## config.mk

```make
export PLATFORM = sky130hd
export DESIGN_NAME = flash_seq
export DESIGN_NICKNAME = d
export VERILOG_FILES = /design/src/rtl/flash_seq.sv
export SDC_FILE = /design/constraint.sdc
export NUM_CORES = 1
export LEC_CHECK = 0
export BUFFER_PORTS_ARGS = -buffer_cell sky130_fd_sc_hd__buf_2
export CORE_UTILIZATION = 30
export DETAILED_ROUTE_END_ITERATION = 6
export SLEW_MARGIN = 15
export SYNTH_ARGS = -nofsm -noshare
export SYNTH_HDL_FRONTEND = slang
export SYNTH_SLANG_ARGS = --single-unit
```

## constraint.sdc

```tcl
create_clock -name clk -period 3.8 [get_ports clk]
set_clock_uncertainty 0.15 [all_clocks]
set_input_delay 0.76 -clock clk [delete_from_list [all_inputs] [get_ports clk]]
set_output_delay 0.76 -clock clk [all_outputs]
set_load 0.01 [all_outputs]
```

## src/rtl/flash_seq.sv

```systemverilog
// flash_seq: burst sequencer that turns (addr, len, dir) into single-byte
// flash controller requests. Define FLASH_SEQ_VERIFY_EN to read back every write.
module flash_seq #(
  parameter int ACK_TIMEOUT = 4,
  parameter int WRITE_GAP   = 16
) (
  input  logic        clk,
  input  logic        reset,
  input  logic        start,
  input  logic        dir,
  input  logic [15:0] base_addr,
  input  logic [15:0] len,
  output logic        busy,
  output logic        done,
  output logic        error,
  output logic [7:0]  rd_data,
  output logic        rd_valid,
  input  logic        rd_ready,
  input  logic [7:0]  wr_data,
  input  logic        wr_valid,
  output logic        wr_ready,
  output logic        fc_read,
  output logic        fc_write,
  output logic [15:0] fc_addr,
  output logic [7:0]  fc_din,
  input  logic [7:0]  fc_dout,
  input  logic        fc_busy
);

  typedef enum logic [3:0] {
    IDLE, GET, REQ, WAIT_ACK, WAIT_DONE, DELIVER, GAP, VERIFY, DONE
  } state_t;

  localparam logic [15:0] ACK_LAST = 16'(ACK_TIMEOUT - 1);
  localparam logic [15:0] GAP_LAST = 16'(WRITE_GAP - 1);
  localparam bit          GAP_EN   = (WRITE_GAP != 0);

  state_t      state_r, state_s;
  logic        dir_r, dir_s;
  logic [15:0] addr_r, addr_s;
  logic [15:0] remaining_r, remaining_s;
  logic [15:0] timer_r, timer_s;
  logic        error_r, error_s;
  logic [7:0]  rd_data_r, rd_data_s;
  logic [7:0]  fc_din_r, fc_din_s;
  logic        verify_r, verify_s;
  logic [7:0]  vdata_r, vdata_s;
  logic        busy_r, done_r, rd_valid_r, wr_ready_r, fc_read_r, fc_write_r;
  logic        byte_done_s, gap_done_s;

  // Next-state and datapath update logic.
  always_comb begin
    state_s     = state_r;
    dir_s       = dir_r;
    addr_s      = addr_r;
    remaining_s = remaining_r;
    timer_s     = timer_r;
    error_s     = error_r;
    rd_data_s   = rd_data_r;
    fc_din_s    = fc_din_r;
    verify_s    = verify_r;
    vdata_s     = vdata_r;
    byte_done_s = 1'b0;
    gap_done_s  = 1'b0;
    case (state_r)
      IDLE: begin
        if (start) begin
          dir_s       = dir;
          addr_s      = base_addr;
          remaining_s = len;
          error_s     = 1'b0;
          verify_s    = 1'b0;
          if (len == 16'd0) begin
            state_s = DONE;
          end else if (dir) begin
            state_s = GET;
          end else begin
            state_s = REQ;
          end
        end else begin
          state_s = IDLE;
        end
      end
      GET: begin
        if (wr_valid && wr_ready_r) begin
          fc_din_s = wr_data;
          state_s  = REQ;
        end else begin
          state_s = GET;
        end
      end
      REQ: begin
        timer_s = 16'd0;
        state_s = WAIT_ACK;
      end
      WAIT_ACK: begin
        if (fc_busy) begin
          state_s = WAIT_DONE;
        end else if (timer_r == ACK_LAST) begin
          error_s = 1'b1;
          state_s = DONE;
        end else begin
          timer_s = timer_r + 16'd1;
        end
      end
      WAIT_DONE: begin
        if (fc_busy) begin
          state_s = WAIT_DONE;
        end else if (verify_r) begin
          vdata_s = fc_dout;
          state_s = VERIFY;
        end else if (!dir_r) begin
          rd_data_s = fc_dout;
          state_s   = DELIVER;
        end else if (GAP_EN) begin
          timer_s = 16'd0;
          state_s = GAP;
        end else begin
          gap_done_s = 1'b1;
        end
      end
      DELIVER: begin
        if (rd_ready && rd_valid_r) begin
          byte_done_s = 1'b1;
        end else begin
          state_s = DELIVER;
        end
      end
      GAP: begin
        if (timer_r == GAP_LAST) begin
          gap_done_s = 1'b1;
        end else begin
          timer_s = timer_r + 16'd1;
        end
      end
      VERIFY: begin
        verify_s = 1'b0;
        if (vdata_r != fc_din_r) begin
          error_s = 1'b1;
          state_s = DONE;
        end else begin
          byte_done_s = 1'b1;
        end
      end
      DONE: begin
        state_s = IDLE;
      end
      default: begin
        state_s = IDLE;
      end
    endcase

    // A finished write either re-reads the same byte or retires it.
    if (gap_done_s) begin
`ifdef FLASH_SEQ_VERIFY_EN
      verify_s = 1'b1;
      state_s  = REQ;
`else
      byte_done_s = 1'b1;
`endif
    end else begin
    end

    if (byte_done_s) begin
      addr_s      = addr_r + 16'd1;
      remaining_s = remaining_r - 16'd1;
      if (remaining_r == 16'd1) begin
        state_s = DONE;
      end else if (dir_r) begin
        state_s = GET;
      end else begin
        state_s = REQ;
      end
    end else begin
    end
  end

  // State register.
  always_ff @(posedge clk or posedge reset) begin
    if (reset) begin
      state_r <= IDLE;
    end else begin
      state_r <= state_s;
    end
  end

  // Datapath registers; outputs are decoded from the next state so they line up with state_r.
  always_ff @(posedge clk or posedge reset) begin
    if (reset) begin
      dir_r       <= 1'b0;
      addr_r      <= 16'd0;
      remaining_r <= 16'd0;
      timer_r     <= 16'd0;
      error_r     <= 1'b0;
      rd_data_r   <= 8'd0;
      fc_din_r    <= 8'd0;
      verify_r    <= 1'b0;
      vdata_r     <= 8'd0;
      busy_r      <= 1'b0;
      done_r      <= 1'b0;
      rd_valid_r  <= 1'b0;
      wr_ready_r  <= 1'b0;
      fc_read_r   <= 1'b0;
      fc_write_r  <= 1'b0;
    end else begin
      dir_r       <= dir_s;
      addr_r      <= addr_s;
      remaining_r <= remaining_s;
      timer_r     <= timer_s;
      error_r     <= error_s;
      rd_data_r   <= rd_data_s;
      fc_din_r    <= fc_din_s;
      verify_r    <= verify_s;
      vdata_r     <= vdata_s;
      busy_r      <= (state_s != IDLE);
      done_r      <= (state_s == DONE);
      rd_valid_r  <= (state_s == DELIVER);
      wr_ready_r  <= (state_s == GET);
      fc_read_r   <= (state_s == REQ) && (!dir_s || verify_s);
      fc_write_r  <= (state_s == REQ) && dir_s && !verify_s;
    end
  end

  assign busy     = busy_r;
  assign done     = done_r;
  assign error    = error_r;
  assign rd_data  = rd_data_r;
  assign rd_valid = rd_valid_r;
  assign wr_ready = wr_ready_r;
  assign fc_read  = fc_read_r;
  assign fc_write = fc_write_r;
  assign fc_addr  = addr_r;
  assign fc_din   = fc_din_r;

endmodule

```

Word level (Yosys, flattened, before mapping)
Cells that the tools add are included.
- output and inout port bits: 39
- word-level logic and storage cells: 110
- input port bits: 55
- flip-flop bits (word level): 85
- reductions and logical operators: 21
- equality and inequality tests: 24
- $add $sub $neg: 3
- bitwise gates (word level): 3
- muxes and demuxes: 43
- operators with widths (cell ; count):
    $mux W16 ; 12
    $pmux W16 S4 ; 1
    $add A16 B1 Y16 const B ; 2
    $mux W4 ; 8
    $pmux W4 S8 ; 1
    $eq A4 B3 Y1 const B ; 5
    $ne A2 B2 Y1 const B ; 9
    $eq A16 B1 Y1 const B ; 1
    $eq A16 B2 Y1 const B ; 1
    $eq A16 B4 Y1 const B ; 1
    $logic_not A16 Y1 ; 1
    $sub A16 B1 Y16 const B ; 1
    $eq A4 B2 Y1 const B ; 3
    $mux W1 ; 12
    $mux W2 ; 6
    $eq A4 B1 Y1 const B ; 2
    $ne A8 B8 Y1 ; 1
    $reduce_bool A4 Y1 ; 2
    $reduce_and A7 Y1 ; 1
    $logic_and A1 B1 Y1 ; 5
    $reduce_and A5 Y1 ; 1
    $eq A4 B4 Y1 const B ; 1
    $logic_not A4 Y1 ; 1
    $pmux W1 S2 ; 2
    other kinds (9) ; 14

Longest topological paths before layout
- depth after elaboration: 8
- depth in mapped cells: 9
- gate-level depth less buffers: 8

Least setup slack after synthesis
Ideal clock, no wire load.
- path kind: input to register
- start: input port len[3]
- end: register busy_r (netlist: busy)
- path buffers: 0
- data required time: 3511 ps
- stages on the path: 7
- setup slack: 1373 ps
- arrival time: 2138 ps
- cell sequence: nor4_1 > and4_1 > or3_1 > a31oi_1 > a31oi_4 > inv_2 > or4_1
- word-level cells in the longest chain between the ends: 6
- RTL lines (what ; line ; RTL):
    from (decl) ; 12 ; input logic [15:0] len,
    $logic_not A16 Y1 ; 73 ; if (len == 16'd0) begin
    $mux W4 ; 73 ;
    $mux W4 ; 67 ; if (start) begin
    $pmux W4 S8 ; 65 ; case (state_r)
    $mux W4 ; 164 ; if (byte_done_s) begin
    named net state_s[1] ; 38 ; state_t state_r, state_s;
    $reduce_bool A4 Y1 ; 215 ; busy_r <= (state_s != IDLE);
    to (signal assigned) ; 215 ;
    to (decl) ; 48 ; logic busy_r, done_r, rd_valid_r, wr_ready_r, fc_read_r, fc_write_r;
The timed path passes the listed nets, and every way through them passes these cells.
A chain may end at the register's enable or synchronous reset.

Final worst setup path
- start: register timer_r[0]
- end: register busy_r (netlist: busy)
- word-level cells in the longest chain between the ends: 6
- elaborated cells on any way between the ends: 10
- those cells by class: eq/ne (2); mux (7); reduce/logical (1)
- RTL lines (what ; line ; RTL):
    from (decl) ; 42 ; logic [15:0] timer_r, timer_s;
    from (signal assigned) ; 209 ; timer_r <= timer_s;
    $eq A16 B2 Y1 or $eq A16 B4 Y1 (tied branches) ; 99, 130 ;
    $mux W4 or $mux W1 (tied branches) ; 99, 130 ;
    $mux W4 or $mux W1 (tied branches) ; -- ;
    $pmux W4 S8 or $mux W1 (tied branches) ; 65, 154 ;
    $mux W4 (*) ; 164 ;
    named net state_s[1] ; 38 ;
    $reduce_bool A4 Y1 (*) ; 215 ;
The timed path passes the listed nets; every way through them passes the cells marked *.

==> flow_summary.ini <==
[run_status]
status = complete, but fails checks
violations = DRC

[detailed_routing]
drtAntennaViolNets = 0
via_per_inst = 5.38
routed_wl_mm = 11.9
num_vias = 3953
drt_pass1_iterations = 7
drcViolationCount = 2
first_iter_violations = 292
wl_per_cell_um = 16.2

[power]
powerDensity_nw_per_um2 = 685
vdd_drop_max_uv = 227
p_comb_frac = 0.373
p_leak_nw = 2.38
swShare = 0.394
internal-power_mw = 2.30
power.switching_mw = 1.50
clockPowerShare = 0.227
seq_power_share = 0.401

[timing]
setup_viol = 0
setup_slack_ps = 1000
relSlewSlack = 0.342
hold_viol = 0
fmaxAchievable_mhz = 358
finalCritPeriodShare = 0.736
tightestPinTransition_ps = 980
tns_ps = 0
rsz0062_at_grt = false
slew_violations = 0
min_period_ps = 2800

[worst_setup_path]
worst_setup_path_end_kind = flop
crit_path_start = timer_r[0]
critical_path_class = reg -> reg
regToRegSetupSlack_ps = 1000
cp.required_ps = 3860
rr_worst_depth = 8
slowest_delay_ps = 510
cp_cell_sequence = ha_1 > nand3_1 > or3_4 > o22a_1 > nand2_1 > a31oi_4 > inv_2 > or4_1
crit_fanout = 13
worstPathArrival_ps = 2850
endpoint = busy
crit_buf_inv = 1
critPathTopFamily = simple AND/OR/NAND/NOR gates
slowest_stage = or4_1
worstSetupStartpointType = flop
worst_r2r_endpoint = busy
r2r_start = timer_r[0]
crit_cells = 8

[logic_synthesis]
synthFlopType = dfrtp_1
ys_ff_latch = 85
synth-compound-area-share = 0.147
yosys.cell_types.count = 71
syn_area_um2 = 4580
synth_top_family_by_area = simple AND/OR/NAND/NOR gates
synth-simple-area-share = 0.241
synthMuxAreaShare = 0.0677
yosysSeqAreaShare = 0.464
synthXorXnorAreaFrac = 0.0401
synth_adder_area_share = 0.0109
yosysWarnings = 0
avgSynthCellArea_um2 = 10.2
synth_nets = 509
netlist_instances = 450
async_reset_ff_frac = 1.00
synth_edf_count = 0

[floorplan]
num_rows = 44
die_area_um2 = 15800
initial_core_util = 0.312
coreArea_um2 = 14700
die_h_um = 126
die_w_um = 126
io_pins = 94

[place]
hpwl_mm = 8.91
port_buffers = 93
dpl_cell_area_um2 = 5260
place.gp.congestion = 0.792
place_ws_ps = 866

[cells_and_area]
fill_cells = 1441
area_growth_pct = 21.0
fin_area_um2 = 5550
final_layout_size_suffix_gt1_frac = 0.311
fin_nets = 604
fin_util = 0.378

[clock_network]
cts_buffer_depth = 2
htreeDepth = 3
clk_pin_slew_ps = 70
cts_buffers = 9
cts.sinks = 85
cts_resized = 0
cts_tree = yes
cts_setup_buffers = 0
ctsHoldBuffers = 0
clock-root-buffer = clkbuf_16
insertion_delay_ps = 340

[flow_run]
drv_cap = 0

[global_routing]
grt_max_degree = 50
overflow = 0
grtUsageTotal = 0.156
antenna_found_initial = 0
grt_pass1_vias = 3910
grt_pass1_wl_mm = 19.6

[worst_hold_path]
worstHoldPathType = reg -> reg
-- area by class of cell --
cell class	instances	area [um^2]	area share
diodes	1	2.50	0.000451
clock buffers	9	225	0.0406
clock inverters	7	62.6	0.0113
inverters	15	57.6	0.0104
multi-input cells	334	2330	0.419
flip-flops and latches	85	2130	0.383
well taps	184	230	0.0415
repair buffers	100	518	0.0933
-- per-layer routing --
metal,global-route usage,routed length [um],up-vias,part of all wire
met5,0,0,-,0
met4,0.0803,370,0,0.031
met3,0.0289,400,28,0.034
met2,0.239,5480,92,0.46
met1,0.210,5630,1947,0.47
li1,-,-,1886,-
-- cells by family (layout without fill, tap and decap cells) --
family,Yosys count,in the layout
DFF,85,85
adders and majority gates,4,4
buffers and inverters,31,131
AOI/OAI and AO/OA,86,86
xor gates and xnor gates,21,21
other,0,1
and+or+nand+nor,195,195
muxes,28,28
-- registers in the layout (all words and copies together), names as in the netlist, 4 cells and up --
| signal | cells |
|---|---|
| rd_data | 8 |
| vdata_r | 8 |
| state_r | 4 |
| remaining_r | 16 |
| fc_addr | 16 |
| fc_din | 8 |
| timer_r | 16 |
-- power groups by stage --
| stage | logic (mW) | clock network [mW] | registers, mW |
|---|---|---|---|
| after detailed placement | 1.43 | 0 | 1.54 |
| after floorplan | 0.921 | 0 | 1.54 |
| after global routing | 1.57 | 0.919 | 1.58 |
| after global placement | 1.40 | 0 | 1.53 |
| after CTS | 1.43 | 0.878 | 1.52 |
| final | 1.42 | 0.862 | 1.52 |
-- synthesized netlist by cell type, types with 6 or more instances --
library cell	count	area share
nor4_1	11	0.015
a211oi_1	6	0.0098
dfrtp_1	85	0.46
nand2_1	34	0.028
nand4_1	11	0.015
clkbuf_1	9	0.0074
inv_1	14	0.011
nor3b_1	9	0.015
a221o_1	9	0.020
nand3_1	18	0.020
and3_1	6	0.0082
nor2_1	40	0.033
o21ai_0	16	0.017
xnor2_1	21	0.040
a21oi_1	11	0.012
nor3_1	21	0.023
mux2_2	24	0.059
-- worst min path at each step --
stage / start / depth (start not counted) / to
global placement: error / 2 / error
CTS: rd_data[7] / 1 / rd_data[7]
detailed placement: error / 2 / error
finish: rd_data[7] / 1 / rd_data[7]
floorplan: remaining_r[5] / 1 / remaining_r[5]
global route: rd_data[1] / 1 / rd_data[1]
-- per-stage QoR --
stage | hold WS (ps) | total power, mW | cells
4_1_cts | 356 | 3.83 | 734
2_1_floorplan | 329 | 2.47 | 450
6_report | 350 | 3.80 | 735
3_3_place_gp | 323 | 2.93 | 718
5_1_grt | 372 | 4.07 | 734
3_5_place_dp | 335 | 2.96 | 718
-- placed cells by master (no fill, tap or decap), drive strengths merged, types with 2 or more instances in the layout --
master,synthesis,final
a21oi,11,11
or4,6,6
o22a,3,3
xnor2,21,21
nor4b,2,2
or3,8,8
nor3b,10,10
nand3,19,19
nand2,34,34
nand2b,6,6
and3,6,6
or2,7,7
and4,2,2
clkbuf,9,9
o22ai,4,4
a21o,3,3
mux2i,4,4
o32ai,2,2
buf,7,100
clkinv,0,2
nor2,40,40
nor4,15,15
o211ai,4,4
mux2,24,24
a31o,2,2
o221ai,2,2
a31oi,4,4
o21ai,17,17
o221a,4,4
nand4,11,11
ha,4,4
inv,15,19
a221o,9,9
nor3,23,23
a211oi,7,7
dfrtp,85,85
o311ai,4,4
No activity file was read; power rests on OpenSTA's default activity.
